### config.mk
export PLATFORM = sky130hd
export DESIGN_NAME = ram_arbiter
export DESIGN_NICKNAME = d
export VERILOG_FILES = /design/src/rtl/ram_arbiter.sv
export SDC_FILE = /design/constraint.sdc
export NUM_CORES = 1
export LEC_CHECK = 0
export ABC_AREA = 0
export BUFFER_PORTS_ARGS = -buffer_cell sky130_fd_sc_hd__buf_4
export CAP_MARGIN = 25
export CORE_ASPECT_RATIO = 0.9
export CORE_UTILIZATION = 42
export DETAILED_ROUTE_END_ITERATION = 16
export PLACE_DENSITY = 0.76
export SLEW_MARGIN = 15
export SYNTH_ARGS = -nofsm -noshare
export SYNTH_HDL_FRONTEND = slang
export SYNTH_SLANG_ARGS = --single-unit
### constraint.sdc
create_clock -name clock -period 1.37 [get_ports clock]
set_input_delay 0.0685 -clock clock [delete_from_list [all_inputs] [get_ports clock]]
set_output_delay 0.0685 -clock clock [all_outputs]
set_load 0.03 [all_outputs]
### src/rtl/ram_arbiter.sv
// rtl/ram_arbiter.sv - round-robin arbiter sharing one single-port RAM between fetch (F) and data (D) requesters
// Optional build macro RAM_ARB_FIXED_PRIO_EN: F always wins a tie instead of round-robin.
module ram_arbiter #(
  parameter int ADDR_W = 8,
  parameter int DATA_W = 16
) (
  input  logic              clock,
  input  logic              reset_n,
  input  logic              f_req,
  input  logic [ADDR_W-1:0] f_addr,
  output logic              f_gnt,
  output logic              f_rvalid,
  output logic [DATA_W-1:0] f_rdata,
  input  logic              d_req,
  input  logic              d_we,
  input  logic [ADDR_W-1:0] d_addr,
  input  logic [DATA_W-1:0] d_wdata,
  output logic              d_gnt,
  output logic              d_rvalid,
  output logic [DATA_W-1:0] d_rdata,
  output logic [ADDR_W-1:0] ram_addr,
  output logic [DATA_W-1:0] ram_din,
  output logic              ram_we,
  input  logic [DATA_W-1:0] ram_dout
);

  typedef enum logic [1:0] {IDLE, ISSUE, RESP} state_t;

  state_t            state_q, state_d;
  logic              last_d_q, last_d_d;
  logic              win_d_q, win_d_d;
  logic [ADDR_W-1:0] ram_addr_q, ram_addr_d;
  logic [DATA_W-1:0] ram_din_q, ram_din_d;
  logic              ram_we_q, ram_we_d;
  logic              f_gnt_q, f_gnt_d;
  logic              d_gnt_q, d_gnt_d;
  logic              f_rvalid_q, f_rvalid_d;
  logic              d_rvalid_q, d_rvalid_d;
  logic [DATA_W-1:0] f_rdata_q, f_rdata_d;
  logic [DATA_W-1:0] d_rdata_q, d_rdata_d;
  logic              pick_d;

  // D wins when alone, or on a tie when F was the previous winner.
  always_comb begin
`ifdef RAM_ARB_FIXED_PRIO_EN
    pick_d = d_req && !f_req;
`else
    pick_d = d_req && (!f_req || !last_d_q);
`endif
  end

  always_comb begin
    state_d    = state_q;
    last_d_d   = last_d_q;
    win_d_d    = win_d_q;
    ram_addr_d = ram_addr_q;
    ram_din_d  = ram_din_q;
    ram_we_d   = 1'b0;
    f_gnt_d    = 1'b0;
    d_gnt_d    = 1'b0;
    f_rvalid_d = 1'b0;
    d_rvalid_d = 1'b0;
    f_rdata_d  = f_rdata_q;
    d_rdata_d  = d_rdata_q;
    case (state_q)
      IDLE: begin
        if (f_req || d_req) begin
          win_d_d  = pick_d;
          last_d_d = pick_d;
          state_d  = ISSUE;
          if (pick_d) begin
            ram_addr_d = d_addr;
            ram_din_d  = d_wdata;
            ram_we_d   = d_we;
            d_gnt_d    = 1'b1;
          end else begin
            ram_addr_d = f_addr;
            f_gnt_d    = 1'b1;
          end
        end
      end
      ISSUE: state_d = RESP;
      RESP: begin
        // RAM dout now reflects the address sampled at the end of ISSUE.
        if (win_d_q) begin
          d_rdata_d  = ram_dout;
          d_rvalid_d = 1'b1;
        end else begin
          f_rdata_d  = ram_dout;
          f_rvalid_d = 1'b1;
        end
        state_d = IDLE;
      end
      default: state_d = IDLE;
    endcase
  end

  always_ff @(posedge clock or negedge reset_n) begin
    if (!reset_n) begin
      state_q    <= IDLE;
      last_d_q   <= 1'b1;
      win_d_q    <= 1'b0;
      ram_addr_q <= '0;
      ram_din_q  <= '0;
      ram_we_q   <= 1'b0;
      f_gnt_q    <= 1'b0;
      d_gnt_q    <= 1'b0;
      f_rvalid_q <= 1'b0;
      d_rvalid_q <= 1'b0;
      f_rdata_q  <= '0;
      d_rdata_q  <= '0;
    end else begin
      state_q    <= state_d;
      last_d_q   <= last_d_d;
      win_d_q    <= win_d_d;
      ram_addr_q <= ram_addr_d;
      ram_din_q  <= ram_din_d;
      ram_we_q   <= ram_we_d;
      f_gnt_q    <= f_gnt_d;
      d_gnt_q    <= d_gnt_d;
      f_rvalid_q <= f_rvalid_d;
      d_rvalid_q <= d_rvalid_d;
      f_rdata_q  <= f_rdata_d;
      d_rdata_q  <= d_rdata_d;
    end
  end

  assign f_gnt    = f_gnt_q;
  assign d_gnt    = d_gnt_q;
  assign f_rvalid = f_rvalid_q;
  assign d_rvalid = d_rvalid_q;
  assign f_rdata  = f_rdata_q;
  assign d_rdata  = d_rdata_q;
  assign ram_addr = ram_addr_q;
  assign ram_din  = ram_din_q;
  assign ram_we   = ram_we_q;

endmodule

==> run metrics <==
status=finished, violations left; failing checks=setup timing; Power Total=between 10000 and 15000 uW; Die W=between 80 and 90 um; Worst Path Max Fanout=5; WP data arrival=between 1500 and 2000 ps; Internal=between 6000 and 7000 uW; WL met1=2.516 mm; Setup Skew=a little under 7 ps; first-pass GRT wire length=9.363 mm; Synth area leaders=dfrtp_1 64%, mux2_2 28%, dfstp_2 1.1%; Adder-Cell Fraction of Synth Area=0%; Final Hold Fails=0; Vias/cell=roughly 4.7; worst slew pin tran=approximately 390 ps; clock power share=14.8%; max-cap violations=0; pwr dens=~2600 mW/mm2; via count=between 1500 and 2000; Startpoint Class=register; post-synth cell types=19; register area share after synthesis=between 60% and 70%; simple-gate share of the synthesized area=2.913%; Max Slew Vio Count=0; Synth Warn #=0; DRT iter0 DRCs=46; met3 wire len=between 500 and 600 um; Final setup viols=39; fmax=~0.7 GHz; row count=26; largest net degree at the start of global routing=37; Yosys reg bits=between 60 and 70; Yosys top cell area share=about 64%; Leakage=about 0.0021 uW; period utilization=104.5%; Logic pwr share=53.4%; H-tree level count=3; Synth Area in Compound Gates=about 1.5%; DIE AREA=0.006243 mm2; DR pass1 iterations=4; CTS Buf Count=9; ant diodes=0; CTS Sinks=65; post-synth top area cell=dfrtp_1; CP required=1590 ps; largest family of logic cells by synthesized area=multiplexers; worst hold path type=input port to register; crit path time final=around 1400 ps; sequential power share=about a third; initial antenna violation count=0; Area after DPL=0.003507 mm2; DR WL met2=roughly 3.0 mm; mean post-synth cell area=approximately 17 um2; Final ANT Viol Nets=0; Syn Nets=approximately 200; CTS tree=yes; Initial Utilization=43.76%; Synth Area in XOR/XNOR=0%; CORE AREA=0.005693 mm2; DR top layer=met4; finished layout cell area=between 0.004 and 0.005 mm2; Setup CP Type=register to register; wirelength, routed=between 6 and 7 mm; # DRC=0; clock slew at reported path FFs=~70 ps; Total GRT Usage=20.22%; worst rel slew slack=74.19%; Psw=4206 uW; RSZ-0062 raised after global routing=yes; mux contribution to synthesized area=between 20 and 30%; share of layout cells above drive strength 1=around two thirds; Syn Inst Count=between 100 and 150; # nets final=370; cell area after synthesis=~0.0025 mm2; io pins=about 110; hold slack=between 90 and 100 ps; grt ovf=0; post-layout util=73.91%; final setup margin=-60.97 ps; sw frac=between 30% and 40%; Die H=75.06 um; detailed placement HPWL=between 3 and 4 mm; clock buffer depth=2; synthesis-to-finish area growth=68.91%; crit end category=register; port buffer count=~110; root buffer cell=clkbuf_8; clock latency on the worst-skew pair=roughly 340 ps; setup tns final=-904.7 ps; vias in the first global route=1988; WL/cell=15.52 um; Routability Congestion=about 0.73; Worst VDD drop=approximately 1500 uV
[synthesized netlist by cell type, drive strengths merged]
| cell type | instances |
|---|---|
| dfrtp | 64 |
| mux2 | 62 |
| buf | 5 |
| nor2 | 3 |
| a21o | 2 |
| inv | 2 |
| a21boi | 1 |
| a221o | 1 |
| and2 | 1 |
| and2b | 1 |
| and3 | 1 |
| clkbuf | 1 |
| dfstp | 1 |
| nand3b | 1 |
| nor3b | 1 |
| nor4bb | 1 |
| o21ai | 1 |
[sequential cells by signal, summed over array words and instances (netlist names)]
register  count
f_gnt         1
win_d_q       1
f_rvalid      1
d_gnt         1
ram_din      16
last_d_q      1
d_rvalid      1
d_rdata      16
state_q       2
ram_we        1
ram_addr      8
f_rdata      16
[kinds of logic (layout without fill, tap and decap cells)]
logic type / Yosys count / count (layout)
AOI/OAI and AO/OA: 5 / 5
buffers and inverters: 8 / 180
DFF: 65 / 65
muxes: 62 / 62
and+or+nand+nor: 9 / 9
[layer usage]
| layer | global-route usage (%) | vias up |
|---|---|---|
| met2 | 33.33 | 75 |
| met3 | 9.649 | 5 |
| met1 | 23.51 | 908 |
| met4 | 7.471 | 0 |
| met5 | 0 | - |
| li1 | - | 865 |
[power by group through the flow]
stage / Sequential [uW] / Combinational [uW] / Clock, uW
6_report: 3430 / 5750 / 1590
5_1_grt: 3560 / 6040 / 1710
4_1_cts: 3410 / 5640 / 1650
3_5_place_dp: 3410 / 5310 / 0
3_3_place_gp: 3380 / 5230 / 0
2_1_floorplan: 5180 / 1460 / 0
[cell usage in the layout (no fill, tap or decap)]
| cell | count |
|---|---|
| and3_1 | 1 |
| nor4bb_4 | 1 |
| buf_4 | 119 |
| buf_12 | 3 |
| o21ai_0 | 1 |
| nor2_1 | 2 |
| and2_4 | 1 |
| dfstp_2 | 1 |
| dlygate4sd3_1 | 35 |
| a21o_1 | 2 |
| nor2_2 | 1 |
| bufinv_16 | 1 |
| inv_1 | 2 |
| dfrtp_1 | 64 |
| clkbuf_8 | 11 |
| a221o_1 | 1 |
| a21boi_4 | 1 |
| clkinv_2 | 2 |
| nand3b_2 | 1 |
| nor3b_4 | 1 |
| buf_6 | 6 |
| and2b_2 | 1 |
| mux2_4 | 21 |
| clkbuf_1 | 1 |
| mux2_2 | 41 |
[cell type report]
type,instances,area (um2)
clock buffers,12,155.1
clock inverters,3,40.04
fillers,370,1485
inverters,2,7.507
multi-input cells,76,918.4
flip-flops and latches,65,1628
well taps,70,87.58
repair buffers,163,1371
[stage by stage]
stage | setup WS, ps | instances
CTS | -60.25 | 390
finish | -60.97 | 391
global placement | -33.39 | 338
global route | -100.5 | 391
detailed placement | -68.25 | 338
floorplan | -25.29 | 149
[what timing repair did]
action	in CTS	in global routing
setup buffers	1	0
hold endpoints to repair	86	0
endpoints found under the setup margin	35	40
pin swaps	2	4
gates cloned	1	1
hold buffers	35	0
gates resized for setup	24	13
[worst paths after layout]
kind | from | cells after the start | end | slack, ps
min in group asynchronous | reset_n | 2 | ram_addr[1] | 190
max in group asynchronous | reset_n | 3 | f_rdata[6] | 660
max | last_d_q | 4 | ram_addr[4] | -60
min reg2reg | d_rdata[14] | 1 | d_rdata[14] | 510
min | f_addr[0] | 3 | ram_addr[0] | 90
max reg2reg | last_d_q | 4 | ram_addr[4] | -60
[critical path, cell delays in order (launching register included)]
cell	delay, ps
dfstp_2	550
a21boi_4	70
buf_6	130
mux2_4	290
mux2_4	270
Note: power is estimated with default switching activity, not from simulation.
